==> src/rtl/cs_out_collector.sv <==
// Output collector for the CS selector: drops the warm-up results, buffers valid
// Y results in a FIFO drained by valid/ready, and keeps a sticky overflow flag.
module cs_out_collector #(
    parameter int DW     = 10,
    parameter int DEPTH  = 16,
    parameter int AW     = 4,
    parameter int WARMUP = 8
) (
    input  logic          clk,
    input  logic          reset,
    input  logic          flush,
    input  logic [DW-1:0] y_in,
    input  logic          y_en,
    output logic [DW-1:0] out_data,
    output logic          out_valid,
    input  logic          out_ready,
    output logic [AW:0]   level,
    output logic [15:0]   count,
    output logic          overflow
);

    localparam int WCW = (WARMUP > 1) ? $clog2(WARMUP) : 1;

    typedef enum logic {WARM, RUN} state_t;

    state_t          state_q, state_d;
    logic [WCW-1:0]  warm_q, warm_d;
    logic [DW-1:0]   mem_q [DEPTH];
    logic [AW-1:0]   wr_ptr_q, wr_ptr_d, rd_ptr_q, rd_ptr_d;
    logic [AW:0]     level_q, level_d, avail;
    logic [DW-1:0]   out_data_q, out_data_d;
    logic            out_valid_q, out_valid_d;
    logic [15:0]     count_q, count_d;
    logic            overflow_q, overflow_d;
    logic            push_req, push, pop, drop;

    always_comb begin
        state_d  = state_q;
        warm_d   = warm_q;
        push_req = 1'b0;
        unique case (state_q)
            WARM: begin
                if (WARMUP == 0) begin
                    state_d  = RUN;
                    push_req = y_en;
                end else if (y_en) begin
                    if (warm_q == WCW'(WARMUP - 1)) begin
                        state_d = RUN;
                        warm_d  = '0;
                    end else begin
                        warm_d = warm_q + WCW'(1);
                    end
                end
            end
            RUN: push_req = y_en;
        endcase
        if (flush) begin
            state_d  = WARM;
            warm_d   = '0;
            push_req = 1'b0;
        end
    end

    always_comb begin
        pop  = out_valid_q && out_ready && !flush;
        push = push_req && ((level_q < (AW+1)'(DEPTH)) || pop);
        drop = push_req && !push;

        wr_ptr_d = wr_ptr_q + (push ? AW'(1) : AW'(0));
        rd_ptr_d = rd_ptr_q + (pop  ? AW'(1) : AW'(0));

        level_d = level_q;
        if (push && !pop)      level_d = level_q + (AW+1)'(1);
        else if (pop && !push) level_d = level_q - (AW+1)'(1);

        // Only words stored before this edge may be presented: no push-to-output bypass.
        avail       = level_q - (pop ? (AW+1)'(1) : (AW+1)'(0));
        out_valid_d = (avail != '0);
        out_data_d  = out_valid_d ? mem_q[rd_ptr_d] : out_data_q;

        count_d = count_q;
        if (push && (count_q != 16'hFFFF)) count_d = count_q + 16'd1;
        overflow_d = overflow_q | drop;

        if (flush) begin
            wr_ptr_d    = '0;
            rd_ptr_d    = '0;
            level_d     = '0;
            out_valid_d = 1'b0;
            out_data_d  = '0;
            count_d     = '0;
            overflow_d  = 1'b0;
        end
    end

    always_ff @(posedge clk or negedge reset) begin
        if (!reset) begin
            state_q     <= WARM;
            warm_q      <= '0;
            wr_ptr_q    <= '0;
            rd_ptr_q    <= '0;
            level_q     <= '0;
            out_data_q  <= '0;
            out_valid_q <= 1'b0;
            count_q     <= '0;
            overflow_q  <= 1'b0;
        end else begin
            state_q     <= state_d;
            warm_q      <= warm_d;
            wr_ptr_q    <= wr_ptr_d;
            rd_ptr_q    <= rd_ptr_d;
            level_q     <= level_d;
            out_data_q  <= out_data_d;
            out_valid_q <= out_valid_d;
            count_q     <= count_d;
            overflow_q  <= overflow_d;
        end
    end

    always_ff @(posedge clk) begin
        if (push) mem_q[wr_ptr_q] <= y_in;
    end

    assign out_data  = out_data_q;
    assign out_valid = out_valid_q;
    assign level     = level_q;
    assign count     = count_q;
    assign overflow  = overflow_q;

endmodule
==> config.mk <==
export PLATFORM = sky130hd
export DESIGN_NAME = cs_out_collector
export DESIGN_NICKNAME = d
export VERILOG_FILES = /design/src/rtl/cs_out_collector.sv
export SDC_FILE = /design/constraint.sdc
export NUM_CORES = 1
export LEC_CHECK = 0
export CAP_MARGIN = 10
export CORE_ASPECT_RATIO = 1.2
export CORE_MARGIN = 2
export CORE_UTILIZATION = 46
export DETAILED_ROUTE_END_ITERATION = 8
export PLACE_DENSITY = 0.73
export SETUP_SLACK_MARGIN = 0.1
export SLEW_MARGIN = 20
export SYNTH_ARGS = -nofsm -noshare
export SYNTH_HDL_FRONTEND = slang
export SYNTH_SLANG_ARGS = --single-unit
==> constraint.sdc <==
create_clock -name clk -period 3.4 [get_ports clk]
set_clock_uncertainty 0.1 [all_clocks]
set_input_delay 1.02 -clock clk [delete_from_list [all_inputs] [get_ports clk]]
set_output_delay 1.02 -clock clk [all_outputs]
set_load 0.05 [all_outputs]
* Yosys cells after proc, flatten, opt, wreduce, memory -nomap -nowiden
Memories as Yosys holds them, arrays and structs flattened.
Index checks and enable logic that the tools add are counted.
** Cells by class
- Add/subtract/negate cells :: 7
- $mul :: 0
- Div/mod/pow operators :: 0
- Magnitude comparators :: 1
- Equality and inequality tests :: 3
- Shift operators :: 0
- Multiplexer cells :: 26
- Bitwise logic cells :: 1
- Reduce and logical (&&, ||, !) cells :: 17
** Operator list (number)
- $mux W16 :: 2
- $mux W10 :: 2
- $add A16 B1 Y16 const B :: 1
- $ne A16 B16 Y1 const B :: 1
- $mux W5 :: 3
- $mux W1 :: 13
- $mux W3 :: 4
- $add A4 B1 Y4 :: 2
- $mux W4 :: 2
- $logic_and A1 B1 Y1 :: 7
- $reduce_bool A2 Y1 :: 3
- $add A5 B1 Y5 const B :: 1
- $lt A5 B5 Y1 const B :: 1
- $reduce_bool A5 Y1 :: 1
- $sub A5 B1 Y5 :: 1
- $sub A5 B1 Y5 const B :: 1
- $add A3 B1 Y3 const B :: 1
- $eq A3 B3 Y1 const B :: 1
- $logic_not A1 Y1 :: 3
- $reduce_bool A3 Y1 :: 1
- $ne A2 B2 Y1 const B :: 1
- $reduce_and A2 Y1 :: 1
- $logic_or A1 B1 Y1 :: 1
- $or A1 B1 Y1 :: 1
** Word-level totals
- Bits in registers :: 45
- Bits in latches :: 0
- Memory bits (writable) :: 160
- Bits in read-only memories :: 0
- Bits of input ports :: 15
- Word-level logic and storage cells :: 65
- Memories :: 1
** Memories
- mem_q :: depth 16, bits a word 10, rd ports 1, clocked after Yosys merged registers in 0, write ports 1, line 28 : logic [DW-1:0] mem_q [DEPTH];

* Logic depth before layout (Yosys ltp)
Gate-level depths: netlist of run 1.
- Depth after elaboration :: 9
- Mapped depth :: 11

* Least setup slack after synthesis of run 1
OpenSTA, ideal clock, no wires.
- Path type :: input -> register
- From :: input flush
- To :: register out_data_q[2] (netlist: out_data[2])
- Setup time :: 135 ps
- Data arrival time :: 3535 ps
- Data required time :: 3165 ps
- Setup slack :: -370 ps
- Cell stages on the path :: 11
- Path through :: buf_2 > buf_1 > clkbuf_1 > nor2_1 > ha_1 > ha_1 > inv_2 > buf_2 > mux4_2 > a32oi_1 > o31ai_1
** On the way
- Longest elaborated chain between the ends :: 7
- Elaborated cells between the ends (all ways) :: 11
- Those cells by class :: 2 x add/sub; 4 x mux; 4 x reduce/logical; 1 x memory
** Ends and longest elaborated chain
- from (decl) :: line 11 : input logic flush,
- $logic_not A1 Y1 :: line 65 : pop = out_valid_q && out_ready && !flush;
- $logic_and A1 B1 Y1 :: line 65
- $mux W1 :: line 70, 77
- $add A4 B1 Y4 :: line 70 : rd_ptr_d = rd_ptr_q + (pop ? AW'(1) : AW'(0));
- $mem_v2 Z16 W10
- $mux W10 :: line 79 : out_data_d = out_valid_d ? mem_q[rd_ptr_d] : out_data_q;
- $mux W10 :: line 85 : if (flush) begin
- to (signal assigned) :: line 113 : out_data_q <= out_data_d;
- to (decl) :: line 31 : logic [DW-1:0] out_data_q, out_data_d;
Several ways; a longest one is shown, not always the timed one. The select of a mux whose other input is x is not followed.
A chain may end at the register's enable or synchronous reset.

* Final worst setup path of run 1
- From :: input out_ready
- To :: register out_data_q[9] (netlist: out_data[9])
** On the way
- Longest elaborated chain between the ends :: 7
- Elaborated cells between the ends (all ways) :: 11
- Those cells by class :: 2 x add/sub; 4 x mux; 4 x reduce/logical; 1 x memory
** Ends and longest elaborated chain
- from (decl) :: line 16 : input logic out_ready,
- $logic_and A1 B1 Y1 * (2 in a row) :: line 65
- $mux W1 :: line 70, 77
- $add A4 B1 Y4 :: line 70
- $mem_v2 Z16 W10
- $mux W10 :: line 79
- $mux W10 :: line 85
Mark *: on every way between the ends. The rest lies on a longest branch, timed or not. The select of a mux whose other input is x is not followed.

==> impl_metrics.yaml, run 1 <==
cts:
  clock-root-buffer: "clkbuf_16"
  htreeDepth: 1
  cts.sinks: 205
  ctsResizeCount: 0
  insertion_delay_ns: 0.49
  path_clk_slew_ns: 0.06
  ctsHoldBuffers: 0
  tritoncts: "built"
  post_cts_buffers: 0
  numCtsBuffers: 21
  clockBufferDepth: 3
logic_synthesis:
  synth_edf_count: 160
  yosys_warnings: 0
  synth-seq-cells: 205
  netlist_area_um2: 8650
  synth_nets: 559
  yosysUniqueCellTypes: 51
  synth-seq-area-share: 0.685
  synthArstFlopShare: 0.220
  avgSynthCellArea_um2: 16.3
  syn_inst: 531
  synthFlopType: "edfxtp_1"
worst_setup_path:
  worstPathRequired_ns: 3.66
  crit_fanout: 10
  path_class: "input pin to flip-flop"
  critPathLaunchType: "input pin"
  cp_slowest_stage_delay_ns: 0.47
  arrival_ns: 3.45
  cp-startpoint: "out_ready"
  ff2ff_setup_slack_ns: 0.74
  worst-r2r-cell-count: 8
  cp_slowest_cell: "mux4_2"
  rr_endpoint: "out_data[9]$_DFFE_PN0P_"
  end_kind: "flip-flop"
  worstPathCellList: "clkdlybuf4s50_1 > nand2_1 > nor2_4 > ha_2 > buf_4 > mux2_1 > mux4_2 > a32oi_1 > o31ai_1"
  rr_startpoint: "out_valid$_DFF_PN0_"
cells_and_area:
  stdcell_area_um2: 10500
  fillers: 1354
  seq_area_um2: 5930
  antenna_cells: 0
  syn2layout_area_growth_pct: 21.6
  final_common_cell: "edfxtp_1"
  multi_input_area_um2: 2610
  fin_cells: 900
  drive_gt1_frac: 0.230
  fin_nets: 663
  layout_common_cells: "edfxtp_1 (160), buf_4 (54), clkdlybuf4s50_1 (46), dfrtp_1 (45), mux2_1 (40)"
global_route:
  gr-usage-all-layers: 0.191
  antenna_found_initial: 0
  grt_start_max_net_pins: 29
  grt_overflow: 0
  first_global_vias: 5337
  grt_pass1_wl_um: 29000
timing:
  setup_viol: 0
  hold_violations: 0
  fmax_mhz: 313
  fin_setup_tns_ns: 0
  slew_headroom: 0.596
  period_minus_slack_ns: 3.19
  rsz0062_at_grt: "false"
  final_max_slew_viol_count: 0
  worstMarginPinSlew_ns: 0.605
  fin_crit_sh: 0.939
power_and_ir_drop:
  p_int_mw: 4.62
  power_density_nw_per_um2: 596
  clkPwrFrac: 0.359
  total_leakage_power_nw: 3.71
  combPwrFrac: 0.183
  p_switching_mw: 1.66
  swShare: 0.264
  sequentialPowerShare: 0.459
  total_power_mw: 6.27
  ir_drop_uv: 586
floorplan:
  die_y_um: 154
  start_util: 0.473
  num_io_pins: 48
  die_area_um2: 19900
  dieWidth_um: 129
  row_count: 54
  core_area_um2: 18300
worst_hold_path:
  hold_path_class: "flip-flop to flip-flop"
  holdPathStages: 2
  min_from: "overflow$_DFF_PN0_"
  holdPathEnd: "overflow$_DFF_PN0_"
routing:
  drc: 0
  ant_nets: 0
  vias: 5182
  first_iter_violations: 459
  via_per_inst: 5.76
  wl_um: 18600
  dr.pass1.iters: 5
  wl_per_cell_um: 20.7
outcome:
  outcome: "finished clean"
placed_design:
  placed_cells: 864
  io_buffers: 47
  placed_area_um2: 9850
  detailedPlacementHpwl_um: 12500
  gp_congestion: 0.887
flow_run:
  drv_cap: 0
==> worst max-delay path: cells and delay by family <==
kind,cells,cell delay (ns)
and+or+nand+nor,2,0.18
muxes,2,0.83
AOI/OAI and AO/OA,2,0.33
buffers and inverters,2,0.66
adders and majority gates,1,0.43
==> registers in the layout, indices dropped and copies added (netlist names) <==
register / cells
out_valid: 1
count: 16
out_data: 10
wr_ptr_q: 4
overflow: 1
warm_q: 3
mem_q: 160
level: 5
rd_ptr_q: 4
state_q: 1
==> worst max path at each step <==
stage	endpoint	slack, ns	cells after the start
floorplan	mem_q[12][0]$_DFFE_PP_	0.03	5
global placement	out_data[1]$_DFFE_PN0P_	-0.22	10
detailed placement	out_data[9]$_DFFE_PN0P_	-0.28	9
CTS	out_data[9]$_DFFE_PN0P_	0.21	9
global route	out_data[9]$_DFFE_PN0P_	0.10	9
finish	out_data[9]$_DFFE_PN0P_	0.21	9
==> through the flow <==
step	hold WS, ns	setup WS, ns	utilization
3_3_place_gp	0.379	-0.224	0.538
6_report	0.423	0.209	0.575
3_5_place_dp	0.414	-0.275	0.538
2_1_floorplan	0.393	0.0320	-
4_1_cts	0.431	0.212	0.575
5_1_grt	0.465	0.104	0.575
==> metal layers <==
metal | vias to the layer above | part of all wire | GRT usage
met3 | 44 | 0.066 | 0.0325
met5 | - | 0 | 0
met2 | 190 | 0.53 | 0.340
met4 | 0 | 0.027 | 0.0606
met1 | 2641 | 0.38 | 0.236
li1 | 2307 | - | -
==> power by group through the flow <==
stage	Clock, mW	Combinational (mW)	Sequential, mW
2_1_floorplan	0	0.465	3.16
3_3_place_gp	0	1.12	2.92
3_5_place_dp	0	1.14	2.93
4_1_cts	2.28	1.15	2.88
5_1_grt	2.40	1.22	2.89
6_report	2.25	1.15	2.88
==> cells by family after synthesis <==
group,synth area share
fa+ha+maj,0.0197
xor+xnor,0.00709
simple gates,0.0701
flops,0.685
buf+inv,0.0192
mux,0.141
compound gates,0.0570
==> cells in the mapped netlist, drive strengths merged, types with 4 or more instances <==
library cell / n / area [um2]
edfxtp: 160 / 4800
mux2: 66 / 743
dfrtp: 45 / 1130
nor2: 37 / 139
mux4: 20 / 450
buf: 16 / 106
nand2: 16 / 60.1
a21oi: 13 / 65.1
o31ai: 13 / 97.6
ha: 12 / 150
nand3: 12 / 60.1
a32oi: 10 / 87.6
clkbuf: 9 / 33.8
o22ai: 9 / 56.3
nor2b: 8 / 50.1
inv: 7 / 26.3
nor4: 7 / 50.1
or4: 6 / 45.0
nor3: 5 / 25.0
o41ai: 5 / 43.8
xnor2: 5 / 43.8
and2: 4 / 25.0
and3: 4 / 25.0
nand4: 4 / 31.3
o311ai: 4 / 35.0
==> layout make-up <==
cell class,instances,area share
sequential,205,0.563
multi-input combinational,294,0.248
timing repair buffer,106,0.0922
clock buffer,27,0.0549
tap,252,0.0300
clock inverter,9,0.00903
inverter,7,0.00250
(Power assumes the default switching activity.)
==> inputs of run 2 (changes only) <==
- CORE_UTILIZATION: 46 -> 59
- PLACE_DENSITY: 0.73 -> 0.88
- clock period: 3.4 -> 3.03 ns (I/O delays scaled with it)
==> impl_metrics.yaml, run 2 (synthesized netlist as in run 1, its figures left out) <==
worst_setup_path:
  worst-r2r-cell-count: 8
  path_class: "flip-flop to output port"
  worstPathRequired_ns: 2.02
  arrival_ns: 1.84
  cp_slowest_stage_delay_ns: 0.86
  crit_family: "buffers and inverters"
  rr_endpoint: "out_data[3]$_DFFE_PN0P_"
  worstPathCellList: "clkdlybuf4s50_1"
  path_buf_inv: 1
  end_kind: "output port"
  cp_slowest_cell: "clkdlybuf4s50_1"
  ff2ff_setup_slack_ns: 0.40
  critPathLaunchType: "flip-flop"
  rr_startpoint: "out_valid$_DFF_PN0_"
  crit_fanout: 8
cells_and_area:
  layout_common_cells: "edfxtp_1 (160), buf_4 (55), dfrtp_1 (45), clkdlybuf4s50_1 (44), nor2_1 (36)"
  drive_gt1_frac: 0.277
  regMostFlops: "mem_q"
  antenna_cells: 0
  largest_reg_flops: 160
  fin_nets: 667
  fillers: 768
  seq_area_um2: 5930
  multi_input_area_um2: 2740
  final_core_util: 0.747
  fin_cells: 828
  final_common_cell: "edfxtp_1"
  syn2layout_area_growth_pct: 23.9
routing:
  dr.pass1.iters: 5
  wl_per_cell_um: 26.3
  first_iter_violations: 810
  routed.top_layer: "met4"
  drc: 0
  dr_wl_met2_um: 11400
  drt-met1-wl_um: 7420
  ant_nets: 0
  via_per_inst: 6.61
  met3WireLength_um: 1730
  vias: 5469
  wl_um: 21800
global_route:
  grt_start_max_net_pins: 39
  antenna_found_initial: 0
  first_global_vias: 5659
  grt_pass1_wl_um: 32900
  gr-usage-all-layers: 0.287
  grt_overflow: 0
timing:
  period_minus_slack_ns: 2.85
  hold_violations: 0
  final_max_slew_viol_count: 0
  whs_ns: 0.423
  setup_viol: 0
  fmax_mhz: 351
  fin_setup_tns_ns: 0
  rsz0062_at_grt: "false"
  slew_headroom: 0.372
  worstMarginPinSlew_ns: 0.942
  fin_crit_sh: 0.940
cts:
  htreeDepth: 1
  path_clk_slew_ns: 0.07
  cts.sinks: 205
  numCtsBuffers: 20
  insertion_delay_ns: 0.49
  clockBufferDepth: 3
  tritoncts: "built"
  clock-root-buffer: "clkbuf_16"
floorplan:
  die_area_um2: 15700
  start_util: 0.603
  dieWidth_um: 115
  die_y_um: 137
  num_io_pins: 48
  row_count: 48
  core_area_um2: 14400
worst_hold_path:
  min_from: "out_data[9]$_DFFE_PN0P_"
  hold_path_class: "flip-flop to flip-flop"
  holdPathEnd: "out_data[9]$_DFFE_PN0P_"
  holdPathStages: 2
power_and_ir_drop:
  power_density_nw_per_um2: 697
  total_leakage_power_nw: 3.86
  total_power_mw: 7.47
  ir_drop_uv: 692
outcome:
  outcome: "finished clean"
placed_design:
  io_buffers: 47
  gp_congestion: 0.871
  placed_cells: 787
  detailedPlacementHpwl_um: 12600
flow_run:
  drv_cap: 0
-- run 2: cell count changes in the layout (fill, tap and decap cells not counted), moves of 3 or more --
cell | previous run | this run
mux2_4 | 0 | 15
bufinv_16 | 2 | 5
a32oi_1 | 10 | 5
mux2_1 | 40 | 25
a32oi_2 | 0 | 5
-- run 2: worst max path at each step --
stage | startpoint | end | slack [ns] | depth (start not counted)
6_report | level[4]$_DFFE_PN0P_ | level[4] | 0.18 | 1
5_1_grt | level[4]$_DFFE_PN0P_ | level[4] | 0.12 | 1
4_1_cts | out_ready | out_data[2]$_DFFE_PN0P_ | 0.06 | 9
3_5_place_dp | out_ready | out_data[3]$_DFFE_PN0P_ | -0.45 | 9
3_3_place_gp | out_ready | out_data[2]$_DFFE_PN0P_ | -0.40 | 9
2_1_floorplan | flush | mem_q[12][0]$_DFFE_PP_ | -0.19 | 5
-- run 2: metal layers --
layer | vias up | global-route usage
li1 | 2320 | -
met1 | 2703 | 0.337
met2 | 354 | 0.516
met3 | 92 | 0.0412
met4 | 0 | 0.138
met5 | - | 0
-- run 2: repair_timing --
action                                  in CTS  in global routing
cloned                                       0                  2
endpoints found under the setup margin      11                 10
setup buffers                                1                  2
pin swaps                                    3                  3
gates resized for setup                      6                  6
hold buffers                                 0                  0
-- run 2: stage by stage --
step | instance area (um2) | setup WS (ns)
floorplan | 8790 | -0.191
global placement | 9850 | -0.404
detailed placement | 9850 | -0.451
CTS | 10600 | 0.0588
global route | 10700 | 0.121
finish | 10700 | 0.182
-- run 2: report_power, final --
| group | total (mW) | switching [mW] | internal, mW |
|---|---|---|---|
| registers | 3.24 | 0.122 | 3.12 |
| clock network | 2.74 | 1.03 | 1.72 |
| logic | 1.49 | 0.827 | 0.660 |
| total | 7.47 | 1.97 | 5.50 |
-- run 2: area by class of cell --
| cell class | instances | share of cell area |
|---|---|---|
| sequential | 205 | 0.553 |
| multi-input combinational | 294 | 0.255 |
| timing repair buffer | 111 | 0.0998 |
| clock buffer | 24 | 0.0510 |
| tap | 175 | 0.0204 |
| clock inverter | 12 | 0.0179 |
| inverter | 7 | 0.00268 |
